### config.mk
export PLATFORM = sky130hd
export DESIGN_NAME = rom_access_arbiter
export DESIGN_NICKNAME = d
export VERILOG_FILES = /design/src/rtl/rom_access_arbiter.sv
export SDC_FILE = /design/constraint.sdc
export NUM_CORES = 1
export LEC_CHECK = 0
export CORE_MARGIN = 8
export CORE_UTILIZATION = 43
export DETAILED_ROUTE_END_ITERATION = 8
export HOLD_SLACK_MARGIN = 0.05
export PLACE_DENSITY = 0.88
export SETUP_SLACK_MARGIN = 0.4
export SYNTH_ARGS = -nofsm -noshare
export SYNTH_HDL_FRONTEND = slang
export SYNTH_SLANG_ARGS = --single-unit
### constraint.sdc
create_clock -name clk -period 1.6 [get_ports clk]
set_input_delay 0.32 -clock clk [delete_from_list [all_inputs] [get_ports clk]]
set_output_delay 0.32 -clock clk [all_outputs]
set_load 0.02 [all_outputs]
### src/rtl/rom_access_arbiter.sv
// rom_access_arbiter
// Shares the single-read-port ImageRom between the hard real-time display
// pixel-fetch path and a best-effort auxiliary requester, in the vga_clk domain.
// The display always wins; the aux requester gets free slots, limited to
// AUX_BURST consecutive grants before one forced idle slot. In-flight reads are
// tracked by an RD_LAT-deep {valid, owner} tag pipeline, and each returned word
// is steered to its requester one cycle after it leaves the ROM.
//
// Ports:
//   clk, rst_n          pixel clock, asynchronous active-low reset
//   blank               1 = outside active video
//   disp_req/disp_addr  display read request (never stalled) and address
//   disp_data/valid     registered display return data and one-cycle strobe
//   aux_req/aux_addr    aux request (held until granted) and address
//   aux_gnt             combinational: aux read issued this cycle
//   aux_data/valid      registered aux return data and one-cycle strobe
//   rom_addr/rom_en     combinational ROM read command (addr holds when idle)
//   rom_data            ROM read data, RD_LAT cycles after rom_en
//
// Optional build macro ROM_ARB_STARVE_CNT_EN adds aux_starve_cnt (saturating
// count of cycles aux waited without a grant) and aux_starve_max (highest
// value of that count since reset).
module rom_access_arbiter #(
  parameter int unsigned ADDR_W    = 32,
  parameter int unsigned DATA_W    = 24,
  parameter int unsigned RD_LAT    = 1,
  parameter int unsigned AUX_BURST = 8
) (
  input  logic              clk,
  input  logic              rst_n,
  input  logic              blank,
  input  logic              disp_req,
  input  logic [ADDR_W-1:0] disp_addr,
  output logic [DATA_W-1:0] disp_data,
  output logic              disp_valid,
  input  logic              aux_req,
  input  logic [ADDR_W-1:0] aux_addr,
  output logic              aux_gnt,
  output logic [DATA_W-1:0] aux_data,
  output logic              aux_valid,
  output logic [ADDR_W-1:0] rom_addr,
  output logic              rom_en,
  input  logic [DATA_W-1:0] rom_data
`ifdef ROM_ARB_STARVE_CNT_EN
  ,
  output logic [15:0]       aux_starve_cnt,
  output logic [15:0]       aux_starve_max
`endif
);

  localparam int unsigned BCNT_W = $clog2(AUX_BURST + 1);
  localparam logic [BCNT_W-1:0] BURST_MAX = BCNT_W'(AUX_BURST);

  typedef enum logic [1:0] {
    S_IDLE = 2'd0,
    S_DISP = 2'd1,
    S_AUX  = 2'd2
  } state_t;

  state_t              state_q, state_d;
  logic [BCNT_W-1:0]   burst_q, burst_d;
  logic                aux_elig;
  logic [ADDR_W-1:0]   rom_addr_q;
  logic [RD_LAT-1:0]   tag_v;
  logic [RD_LAT-1:0]   tag_aux;

  // Aux may use any cycle the display leaves free, until the burst limit is hit
  assign aux_elig = (burst_q < BURST_MAX) & (blank | ~disp_req);

  // State and burst counter registers
  always_ff @(posedge clk or negedge rst_n) begin
    if (!rst_n) begin
      state_q <= S_IDLE;
      burst_q <= '0;
    end else begin
      state_q <= state_d;
      burst_q <= burst_d;
    end
  end

  // Next state and burst count; a grant not following an aux cycle starts a new burst
  always_comb begin
    state_d = S_IDLE;
    burst_d = '0;
    if (disp_req) begin
      state_d = S_DISP;
    end else if (aux_req && aux_elig) begin
      state_d = S_AUX;
    end
    if (aux_gnt) begin
      if (state_q != S_AUX) begin
        burst_d = BCNT_W'(1);
      end else if (burst_q < BURST_MAX) begin
        burst_d = burst_q + BCNT_W'(1);
      end else begin
        burst_d = BURST_MAX;
      end
    end
  end

  // ROM command: display first, aux on eligible free cycles, address held when idle
  always_comb begin
    aux_gnt  = aux_req & ~disp_req & aux_elig;
    rom_en   = disp_req | aux_gnt;
    rom_addr = rom_addr_q;
    if (disp_req) begin
      rom_addr = disp_addr;
    end else if (aux_gnt) begin
      rom_addr = aux_addr;
    end
  end

  // Last issued address, so rom_addr stays put on idle cycles
  always_ff @(posedge clk or negedge rst_n) begin
    if (!rst_n) begin
      rom_addr_q <= '0;
    end else if (rom_en) begin
      rom_addr_q <= rom_addr;
    end
  end

  // Tag pipeline: one {valid, owner} entry per cycle, owner 1 = aux
  if (RD_LAT > 1) begin : g_tag_shift
    always_ff @(posedge clk or negedge rst_n) begin
      if (!rst_n) begin
        tag_v   <= '0;
        tag_aux <= '0;
      end else begin
        tag_v   <= {tag_v[RD_LAT-2:0], rom_en};
        tag_aux <= {tag_aux[RD_LAT-2:0], ~disp_req};
      end
    end
  end else begin : g_tag_single
    always_ff @(posedge clk or negedge rst_n) begin
      if (!rst_n) begin
        tag_v   <= '0;
        tag_aux <= '0;
      end else begin
        tag_v   <= rom_en;
        tag_aux <= ~disp_req;
      end
    end
  end

  // Return path: steer the word leaving the ROM to its owner; other output holds
  always_ff @(posedge clk or negedge rst_n) begin
    if (!rst_n) begin
      disp_data  <= '0;
      disp_valid <= 1'b0;
      aux_data   <= '0;
      aux_valid  <= 1'b0;
    end else begin
      disp_valid <= 1'b0;
      aux_valid  <= 1'b0;
      if (tag_v[RD_LAT-1]) begin
        if (tag_aux[RD_LAT-1]) begin
          aux_data  <= rom_data;
          aux_valid <= 1'b1;
        end else begin
          disp_data  <= rom_data;
          disp_valid <= 1'b1;
        end
      end
    end
  end

`ifdef ROM_ARB_STARVE_CNT_EN
  logic [15:0] starve_d;

  // Cycles the aux requester has waited since its last grant, saturating
  always_comb begin
    starve_d = aux_starve_cnt;
    if (aux_gnt) begin
      starve_d = '0;
    end else if (aux_req && (aux_starve_cnt != 16'hFFFF)) begin
      starve_d = aux_starve_cnt + 16'd1;
    end
  end

  // Starvation count and its high-water mark
  always_ff @(posedge clk or negedge rst_n) begin
    if (!rst_n) begin
      aux_starve_cnt <= '0;
      aux_starve_max <= '0;
    end else begin
      aux_starve_cnt <= starve_d;
      if (starve_d > aux_starve_max) begin
        aux_starve_max <= starve_d;
      end
    end
  end
`endif

endmodule

==> results.txt <==
- The die covers 0.0135 sq mm.
- For this run, asynchronously set or reset flops after synthesis account for 100%.
- The filler cells instantiated in the layout total 576.
- The most common cell in the synthesized netlist is dfrtp_1.
- Endpoint of the most critical setup path: rom_addr[9]
* Worst setup slack after layout: -0.510 ns
* Number of antenna violations at the first check in global routing: 1
* Worst ir drop on vdd: 0.495 mV
* Number of register bits inferred by synthesis: 90
- Congestion Overflow GR: 0
- Number of nets in the finished design: 659
* Final-report setup violation count: 65
* Hold Path Class: input port to flip-flop
- The clock drives 90 sinks.
- In this run the critical register-to-register path is launched from burst_q[3]$_DFF_PN0_.
* Setup repair after global routing missed its margin: true
* Crit path launch type: flip-flop
- CTS buffer count: 9
- Main flop type after synthesis: dfrtp_1
- From synthesis to final layout, the design area changed by 75.5%.
- Arrival time of data at the critical path endpoint: 1.79 ns
* Design Area, Final: 0.00757 sq mm
- Final GP Congestion: 0.766
- Wire length of the first global-routing pass: 23.0 mm
- Overall die height: 116 um
* Starting DRT DRC Count: 273
- Measured in cells, the most critical reg-to-reg path has a length of 10.
- In this run the remaining antenna-violating nets after routing total 0.
* Highest achievable clock rate: 474 MHz
* Number of enable-type register cells in the synthesized netlist: 0
* Number of vias per cell after detailed routing: 5.72
* Die boundary width: 116 um
- Row Count: 36
* Placed cell area: 0.00647 sq mm
- In this run the register-to-register setup slack is -0.47 ns.
* Core box area: 0.00977 sq mm
- The final count of hold timing violations was 0.
- Global routing used 22.0% of the available tracks.
- Summing the sequential cell areas from Yosys gives 52.2% of the chip area.
- Failing checks: negative setup slack
- CTS tree: built
- Starting density of the core: 44.1%
* Max Fanout on Critical Path: 19
- Averaged over all synthesized cells, the footprint is 13.7 sq um.
- 177 I/O pins were placed.
* Library cell occupying the most area in the post-synthesis netlist: dfrtp_1
- Final number of max-transition violations: 0
- Via count of the first global-routing pass: 4,172
* Relative slew slack: 70.6%
* Count of warnings emitted by yosys: 0
* Detailed-router iteration count before antenna repair: 4
- STA classifies the critical path endpoint as an output port.
* Worst slack on hold paths: 0.400 ns
* FF-to-FF End: rom_addr_q[22]$_DFFE_PN0P_
* Areal power density over the cells: 883 mW/mm^2
* Buffer type at the clock tree root: clkbuf_8
- Net count after synthesis: 409
* Via count of the routed design: 4,022
- The synthesized netlist contains 24 unique library cells.
- At the worst endpoint, the required time is 1.28 ns.
- Wire length reported by the detailed router: 16.5 mm
- Clock transition at the registers of the reported paths: 0.09 ns
* Half-perimeter wire length of the detailed placement result: 9.81 mm
- Clock skew on the completed layout was measured at 0.00701 ns.
* Most frequent cells after synthesis: dfrtp_1, a311o_1, mux2_2
* Slew of the pin with the lowest slew margin: 0.441 ns
* Maximum level of the CTS H-tree: 3
- The flow ran to the end, but the final reports show violations.
- The synthesized design devotes to its leading area cell type 52.2% of total area.
- The worst setup path is of the flip-flop to output port kind.
- Largest cells by area after synthesis: dfrtp_1, a311o_1, mux2_2
- Final routed wire length divided by cell count: 23.5 um
- Port bufs: 175
- In this run the cell area of the synthesized design comes to 0.00431 sq mm.
* Fraction of layout cells with a size suffix above 1: 44.6%
- After technology mapping, the gate count stands at 315.
- Critical Path Start: burst_q[3]$_DFF_PN0_
* Ratio of final minimum period to clock period: 132%
- In this run the deepest clock path goes through 2 buffers.
- Inserted Diodes: 0
* Residual DRC: 0
- Post-layout minimum cycle time: 2.11 ns
- Leakage power summed over all cells: 3.49 nW
* Maximum Capacitance Violations: 0
- Pin count of the biggest net entering global routing: 52
- Clock latency of the later-clocked register in the worst-skew pair: 0.36 ns
-- logic make-up (layout without fill, tap and decap cells) --
family | Yosys count | in the layout | synth area share (%)
xor+xnor | 1 | 1 | 0.203
fa+ha+maj | 1 | 1 | 0.290
flops | 90 | 90 | 52.2
buf+inv | 35 | 290 | 4.06
mux | 48 | 48 | 12.5
simple gates | 75 | 75 | 15.6
compound gates | 65 | 65 | 15.0
-- what timing repair did --
| item | in CTS | in global routing |
|---|---|---|
| setup buffers | 23 | 21 |
| endpoints found under the setup margin | 146 | 164 |
| gates resized for setup | 506 | 45 |
| gates cloned | 5 | 5 |
| endpoints found under the hold margin | 18 | 0 |
| pin swaps | 2 | 0 |
| hold buffers | 1 | 0 |
-- cell type report --
class / instances / area (sq um) / area share [%]
Timing Repair Buffer: 271 / 2790 / 36.9
Clock inverter: 6 / 90.1 / 1.19
Clock buffer: 10 / 128 / 1.69
Tap cell: 133 / 166 / 2.20
Inverter: 3 / 11.3 / 0.149
Sequential cell: 90 / 2250 / 29.8
Multi-Input combinational cell: 190 / 2130 / 28.1
-- critical path, stage by stage, from the launching register on --
cell	delay [ns]
dfrtp_1	0.41
buf_6	0.14
nand2b_4	0.20
buf_12	0.20
a311o_1	0.31
clkbuf_4	0.17
-- cell usage in the layout (no fill, tap or decap), types with 9 or more instances in the layout --
cell and count:
dfrtp_1 89, clkdlybuf4s50_1 88, buf_6 76, buf_4 70, a311o_1 64, mux2_4 48
and2_1 32, and4bb_1 29, buf_2 15, buf_12 10, clkbuf_8 9
-- power by group --
part	leakage, nW	total, mW	switching, mW	internal, mW
clock	0.107	1.72	0.838	0.887
sequential	1.07	2.73	0.208	2.52
combinational	2.31	2.22	0.929	1.29
-- flip-flops by register name, indices dropped and copies added, names as in the netlist --
register    cells
aux_data       24
aux_valid       1
burst_q         4
disp_data      24
disp_valid      1
rom_addr_q     32
state_q         2
tag_aux         1
tag_v           1
-- metrics by stage --
| stage | utilization (%) | worst slack [ns] | cells | TNS [ns] | total power, mW |
|---|---|---|---|---|---|
| 2_1_floorplan | - | 0.0656 | 315 | 0 | 3.50 |
| 3_3_place_gp | 66.2 | -0.955 | 632 | -38.16 | 4.42 |
| 3_5_place_dp | 66.2 | -1.06 | 632 | -43.80 | 4.49 |
| 4_1_cts | 72.8 | -0.494 | 677 | -21.79 | 6.39 |
| 5_1_grt | 77.4 | -0.567 | 703 | -26.87 | 6.94 |
| 6_report | 77.4 | -0.510 | 703 | -23.69 | 6.68 |
-- how the worst min path moves through the flow --
stage               cells past startpoint  startpoint                        end  slack (ns)
floorplan                               0       rst_n    aux_data[0]$_DFFE_PN0P_        0.02
global placement                        1       rst_n   aux_data[14]$_DFFE_PN0P_        0.23
detailed placement                      1       rst_n  disp_data[14]$_DFFE_PN0P_        0.23
CTS                                     3    disp_req       burst_q[3]$_DFF_PN0_        0.39
global route                            3    disp_req       burst_q[2]$_DFF_PN0_        0.39
finish                                  3    disp_req       burst_q[3]$_DFF_PN0_        0.40
-- layer usage --
metal  part of all wire (%)  up-vias  GRT usage, %
li1                       -     1746             -
met1                     41     2047          27.4
met2                     49      202          36.3
met3                    8.5       25          6.26
met4                    1.5        2          6.74
met5                  0.079        -             0
Power figures use the tool's default switching activity.
